--- src/rtl/pixel_ram_arbiter_pkg.sv ---
`default_nettype none
// ============================================================================
// Module      : pixel_ram_pkg
// Description : Shared image geometry, widths, return-tag type and the
//               coordinate-to-address translation for the 6x6 pixel RAM.
// Revision    : 1.0 - initial release
// ============================================================================
package pixel_ram_pkg;

    localparam int NREQ    = 3;   // pixel-walking requesters sharing the RAM
    localparam int XSZ     = 3;   // x coordinate width
    localparam int YSZ     = 3;   // y coordinate width
    localparam int ADDR_SZ = 6;   // RAM address width
    localparam int COL_SZ  = 3;   // pixel colour width
    localparam int IMG_W   = 6;   // image width in pixels
    localparam int IMG_H   = 6;   // image height in pixels

    // Travels down the read-latency pipeline alongside each issued access
    typedef struct packed {
        logic            valid;
        logic [NREQ-1:0] id;     // one-hot originating requester
        logic            oob;    // coordinate was outside the image
    } ret_tag_t;

    // Row-major address, computed at full address width so no partial product truncates
    function automatic logic [ADDR_SZ-1:0] xy_to_addr(input logic [XSZ-1:0] x,
                                                      input logic [YSZ-1:0] y);
        return ADDR_SZ'(y) * ADDR_SZ'(IMG_W) + ADDR_SZ'(x);
    endfunction

    // True when the coordinate lies inside the image
    function automatic logic in_image(input logic [XSZ-1:0] x,
                                      input logic [YSZ-1:0] y);
        return (x < XSZ'(IMG_W)) && (y < YSZ'(IMG_H));
    endfunction

endpackage
`default_nettype wire

--- src/rtl/pixel_ram_arbiter_rr_arbiter.sv ---
`default_nettype none
// ============================================================================
// Module      : rr_arbiter
// Description : Round-robin arbiter with a combinational one-hot grant and a
//               registered last-grant pointer. Search begins one past the
//               last winner and wraps.
// Revision    : 1.0 - initial release
// ============================================================================
module rr_arbiter #(
    parameter int NREQ = 3
) (
    input  logic            clk,
    input  logic            resetn,
    input  logic [NREQ-1:0] req,
    output logic [NREQ-1:0] gnt
);

    localparam int               PTR_W       = (NREQ > 1) ? $clog2(NREQ) : 1;
    localparam logic [PTR_W-1:0] c_LAST_INIT = PTR_W'(NREQ - 1);

    logic [PTR_W-1:0] r_last;
    logic [PTR_W-1:0] w_cand;
    logic [PTR_W-1:0] w_winner;
    logic [NREQ-1:0]  w_gnt;
    logic             w_found;

    // Find the first active request after the last winner, wrapping around
    always_comb begin
        w_gnt    = '0;
        w_winner = r_last;
        w_found  = 1'b0;
        w_cand   = '0;
        for (int k = 1; k <= NREQ; k++) begin
            w_cand = PTR_W'((int'(r_last) + k) % NREQ);
            if (!w_found && req[w_cand]) begin
                w_found        = 1'b1;
                w_winner       = w_cand;
                w_gnt[w_cand]  = 1'b1;
            end
        end
    end

    // No grant may escape while the block is held in reset
    assign gnt = resetn ? w_gnt : '0;

    // Remember the winner; hold the pointer on idle cycles
    always_ff @(posedge clk or negedge resetn) begin
        if (!resetn) begin
            r_last <= c_LAST_INIT;
        end else if (w_found) begin
            r_last <= w_winner;
        end
    end

endmodule
`default_nettype wire

--- src/rtl/pixel_ram_arbiter.sv ---
`default_nettype none
// ============================================================================
// Module      : pixel_ram_arbiter
// Description : Shares the read-only 6x6 pixel RAM between the edge/finder
//               walkers. Arbitrates round-robin, translates (x,y) to a RAM
//               address and routes the read data back after RD_LAT cycles.
//               Off-image coordinates return background without a RAM read.
//               Image geometry and widths come from pixel_ram_pkg.
// Revision    : 1.0 - initial release
// ============================================================================
module pixel_ram_arbiter
    import pixel_ram_pkg::*;
#(
    parameter int RD_LAT = 1          // RAM read latency, 1..4 cycles
) (
    input  logic                  clk,
    input  logic                  resetn,
    input  logic [NREQ-1:0]       req,
    input  logic [NREQ*XSZ-1:0]   req_x,
    input  logic [NREQ*YSZ-1:0]   req_y,
    output logic [NREQ-1:0]       gnt,
    output logic [NREQ-1:0]       rvalid,
    output logic [COL_SZ-1:0]     rdata,
    output logic                  oob,
    output logic [ADDR_SZ-1:0]    ram_address,
    input  logic [COL_SZ-1:0]     ram_q
);

    logic [NREQ-1:0] w_gnt;
    logic [XSZ-1:0]  w_selX;
    logic [YSZ-1:0]  w_selY;
    logic            w_any;
    logic            w_inImage;
    ret_tag_t        w_newTag;
    ret_tag_t        w_headTag;
    ret_tag_t        r_tagPipe [RD_LAT];

    rr_arbiter #(
        .NREQ (NREQ)
    ) u_rrArbiter (
        .clk    (clk),
        .resetn (resetn),
        .req    (req),
        .gnt    (w_gnt)
    );

    assign gnt = w_gnt;

    // Pick the coordinate of the granted lane; other lanes are ignored
    always_comb begin
        w_selX = '0;
        w_selY = '0;
        for (int i = 0; i < NREQ; i++) begin
            if (w_gnt[i]) begin
                w_selX = req_x[i*XSZ +: XSZ];
                w_selY = req_y[i*YSZ +: YSZ];
            end
        end
    end

    assign w_any     = |w_gnt;
    assign w_inImage = in_image(w_selX, w_selY);

    // Address parks at 0 when idle or when the walker has stepped off the image
    assign ram_address = (w_any && w_inImage) ? xy_to_addr(w_selX, w_selY) : '0;

    assign w_newTag = '{valid: w_any, id: w_gnt, oob: w_any && !w_inImage};

    // Tag shift register matching the RAM latency; reset drops accesses in flight
    always_ff @(posedge clk or negedge resetn) begin
        if (!resetn) begin
            for (int i = 0; i < RD_LAT; i++) begin
                r_tagPipe[i] <= '0;
            end
        end else begin
            r_tagPipe[0] <= w_newTag;
            for (int i = 1; i < RD_LAT; i++) begin
                r_tagPipe[i] <= r_tagPipe[i-1];
            end
        end
    end

    assign w_headTag = r_tagPipe[RD_LAT-1];

    // Return side: valid and oob straight from the tag, data gated to 0 unless a real in-image hit
    assign rvalid = w_headTag.valid ? w_headTag.id : '0;
    assign oob    = w_headTag.valid && w_headTag.oob;
    assign rdata  = (w_headTag.valid && !w_headTag.oob) ? ram_q : '0;

endmodule
`default_nettype wire

--- config.mk ---
export PLATFORM = sky130hd
export DESIGN_NAME = pixel_ram_arbiter
export DESIGN_NICKNAME = d
export VERILOG_FILES = /design/src/rtl/pixel_ram_arbiter_pkg.sv /design/src/rtl/pixel_ram_arbiter_rr_arbiter.sv /design/src/rtl/pixel_ram_arbiter.sv
export SDC_FILE = /design/constraint.sdc
export NUM_CORES = 1
export LEC_CHECK = 0
export ABC_CLOCK_PERIOD_IN_PS = 4530
export CAP_MARGIN = 20
export CORE_MARGIN = 2
export CORE_UTILIZATION = 43
export DETAILED_ROUTE_END_ITERATION = 10
export PLACE_DENSITY = 0.77
export SLEW_MARGIN = 20
export SYNTH_ARGS = -nofsm -noshare
export SYNTH_HDL_FRONTEND = slang
export SYNTH_SLANG_ARGS = --single-unit
--- constraint.sdc ---
create_clock -name clk -period 4.53 [get_ports clk]
set_clock_uncertainty 0.1 [all_clocks]
set_input_delay 0.453 -clock clk [delete_from_list [all_inputs] [get_ports clk]]
set_output_delay 0.453 -clock clk [all_outputs]
set_load 0.02 [all_outputs]
==> impl_results.md <==
- Status: complete, but fails checks
- Failing checks: negative setup slack
- Largest cells by area after synthesis: dfrtp_1 15%, ha_1 11%, and2_1 5.5%
- Post-synth ARST share: 1.000
- Core area: 2233 µm²
- LEAKAGE: 0.8966 nW
- CP peak stage delay: 0.55 ns
- Final std cells w/o fill: 240
- Root buf cell: clkbuf_4
- Synth Register Bits: 7
- Min Tclk post-route: 4.607 ns
- Most frequent cells in the layout: 50 x buf_4, 35 x clkdlybuf4s50_1, 9 x a21oi_1
- Area post-placement: 1772 µm²
- Syn-to-layout area delta: 96.45%
- CTS tree: built
- Net Count, Synth: 158
- Top FF cell, synth: dfrtp_1
- Remaining DRCs: 0
- Final Cycle Share: 1.017
- Largest net degree at the start of global routing: 9
- Hpwl dp: 2836 µm
- Starting density of the core: 0.4577
- Max Clock Freq: 217.1 MHz
- Worst Tran Pin Value: 0.5146 ns
- WL/cell: 17.99 µm
- Vias in the first global route: 1376
- Met3 routed WL: 290 µm
- Crit path max-delay family: adder cells
- Most common cell after layout, fill and taps aside: buf_4
- Worst vdd rail ir drop: 601.6 µV
- Post-synth EDFFs: 0
- Crit path buffers/inverters: 2
- Die X-Extent: 52.76 µm
- Placed Instances: 229
- CTS Hold Buffers Added: 0
- DRT Wirelength: 4318 µm
- Final instance area: 2008 µm²
- Initial antenna violation count: 0
- Fin. Hold Viols: 0
- H-tree levels: 1
- Synth area leader: dfrtp_1
- Mapped Cells: 121
- Setup crit start kind: flop
- Max_cap viols: 0
- Clk pin slew, worst setup/hold paths: 0.06 ns
- Mapped Area: 1022 µm²
- Sequential area share after synthesis: 0.1726
- Via count: 1389
- Layout cell share with drive strength beyond 1: 0.4340
- Crit. End Element: output port
- Hold_ws: 0.5917 ns
- Max Root-Sink Buffers: 2
- Die height: 52.76 µm
- Slew Limit Fails: 0
- WS Path Type: flop to output port
- Critical path, cell by cell: inv_1, ha_4, nand2_1, a211oi_4, o21bai_2, and2_4, and2_4, a22o_1, mux2_4, ha_4, fa_1, nand2_2, xor2_2, a221oi_2, nor4_2, buf_4
- Row count: 17
- Worst Path Required: 3.98 ns
- Clock Sinks: 7
- Max Used Layer: met4
- Power Density: 709.9 nW/µm²
- Syn Area/Cell: 8.448 µm²
- Normalized max-slew margin: 0.6546
- Total GRT Usage: 0.2798
- Vias/cell: 5.788
- Place WS: -0.4996 ns
- Die area: 2783 µm²
- Setup ws final: -0.07682 ns
- Final net count: 250
- Slowest cell on the critical path: fa_1
- Maximum fanout along the worst path: 7
- Critical Path AT: 4.05 ns
- Count of final setup violators: 1
- Yosys cell types: 46
- I/O pin count: 42
- Yosys warning count: 0
- # diodes: 0
- Detail Route met2 WL: 2342 µm
- Clock Latency Late Sink: 0.27 ns
- RSZ-0062 raised after global routing: true
- Starting DRT DRC Count: 43
- Total grt overflow: 0
- IO buf count: 41
- Post-detailed-route count of antenna-violating nets: 0
- Placer Congestion: 0.8957
- Global-route wire length before repair: 5664 µm
- TritonRoute pass-1 iters: 4
- Hold Crit Class: input pin to asynchronous set/reset pin
- Yosys top cell area share: 0.1469
- Met1 WL: 1473 µm
- Num CTS Buffers: 3
-- kinds of logic (layout without fill, tap and decap cells) --
group | count (synthesis) | count (layout) | synth area share
flip-flops | 7 | 7 | 0.1726
adder cells (fa/ha/maj) | 11 | 11 | 0.1493
multiplexers | 4 | 4 | 0.04528
XOR/XNOR | 2 | 2 | 0.01714
AO/OA/AOI/OAI | 38 | 38 | 0.3158
buffers and inverters | 14 | 105 | 0.06487
AND/OR/NAND/NOR | 45 | 45 | 0.2350
-- where the power goes --
part | leakage, nW | internal [mW] | switching [mW] | total, mW
sequential | 0.0899 | 0.0919 | 0.0199 | 0.112
combinational | 0.789 | 0.639 | 0.614 | 1.25
clock | 0.0177 | 0.0326 | 0.0287 | 0.0612
total | 0.897 | 0.763 | 0.662 | 1.43
-- Yosys cell counts, drive strengths merged (3+ instances only) --
master  number
nor2         6
a21oi        9
inv          9
ha           9
dfrtp        6
and2        10
nor2b        5
nand3        3
nand2        9
o21ai        6
buf          5
nor3         5
-- worst reg2reg max path, cell delays in order, from the launching register on --
cell	delay, ns
dfrtp_1	0.40
inv_1	0.20
ha_4	0.24
nand2_1	0.18
a211oi_4	0.35
o21bai_2	0.14
and2_4	0.16
and2_4	0.13
a22o_1	0.21
mux2_4	0.30
buf_4	0.15
ha_1	0.18
inv_1	0.09
o41ai_4	0.13
buf_4	0.18
and2_1	0.14
-- per-stage QoR --
stage / TNS, ns / total power, mW / utilization
final: -0.07682 / 1.426 / 0.8992
after global routing: -0.3682 / 1.510 / 0.8992
after CTS: -0.09069 / 1.203 / 0.8067
after detailed placement: -1.364 / 1.139 / 0.7933
after global placement: -0.9182 / 1.097 / 0.7933
after floorplan: 0 / 0.6545 / -
-- metal layers --
| metal | vias to the layer above | global-route usage |
|---|---|---|
| met5 | - | 0 |
| met4 | 0 | 0.1282 |
| met3 | 34 | 0.06286 |
| met2 | 92 | 0.5833 |
| met1 | 641 | 0.2404 |
| li1 | 622 | - |
-- state kept, by name, summed over array words and instances, names as in the netlist --
register / cells
u_rrArbiter.r_last: 2
r_tagPipe: 5
-- area by class of cell --
class                   count  area [µm²]
repair buffers             92       784.5
clock inverters             1       5.005
multi-input cells         100       950.9
flip-flops and latches      7       176.4
clock buffers               3       22.52
fillers                   106       225.2
inverters                   9       33.78
well taps                  28       35.03
-- worst paths after layout --
check                      slack, ns  depth (start not counted)               endpoint             startpoint
min in group clk                0.75                          5  u_rrArbiter.r_last[1]  u_rrArbiter.r_last[1]
min reg2reg                     0.75                          5  u_rrArbiter.r_last[1]  u_rrArbiter.r_last[1]
max reg2reg                     1.14                         15           r_tagPipe[0]  u_rrArbiter.r_last[0]
max                            -0.08                         16         ram_address[4]  u_rrArbiter.r_last[0]
max in group asynchronous       3.54                          2  u_rrArbiter.r_last[1]                 resetn
min                             0.59                          2  u_rrArbiter.r_last[0]                 resetn
-- what timing repair did --
item,4_1_cts,5_1_grt
setup endpoints to repair,6,6
buffers inserted,0,7
hold endpoints to repair,0,0
resized for setup,25,29
pin swaps,0,10
Power figures use the tool's default switching activity.
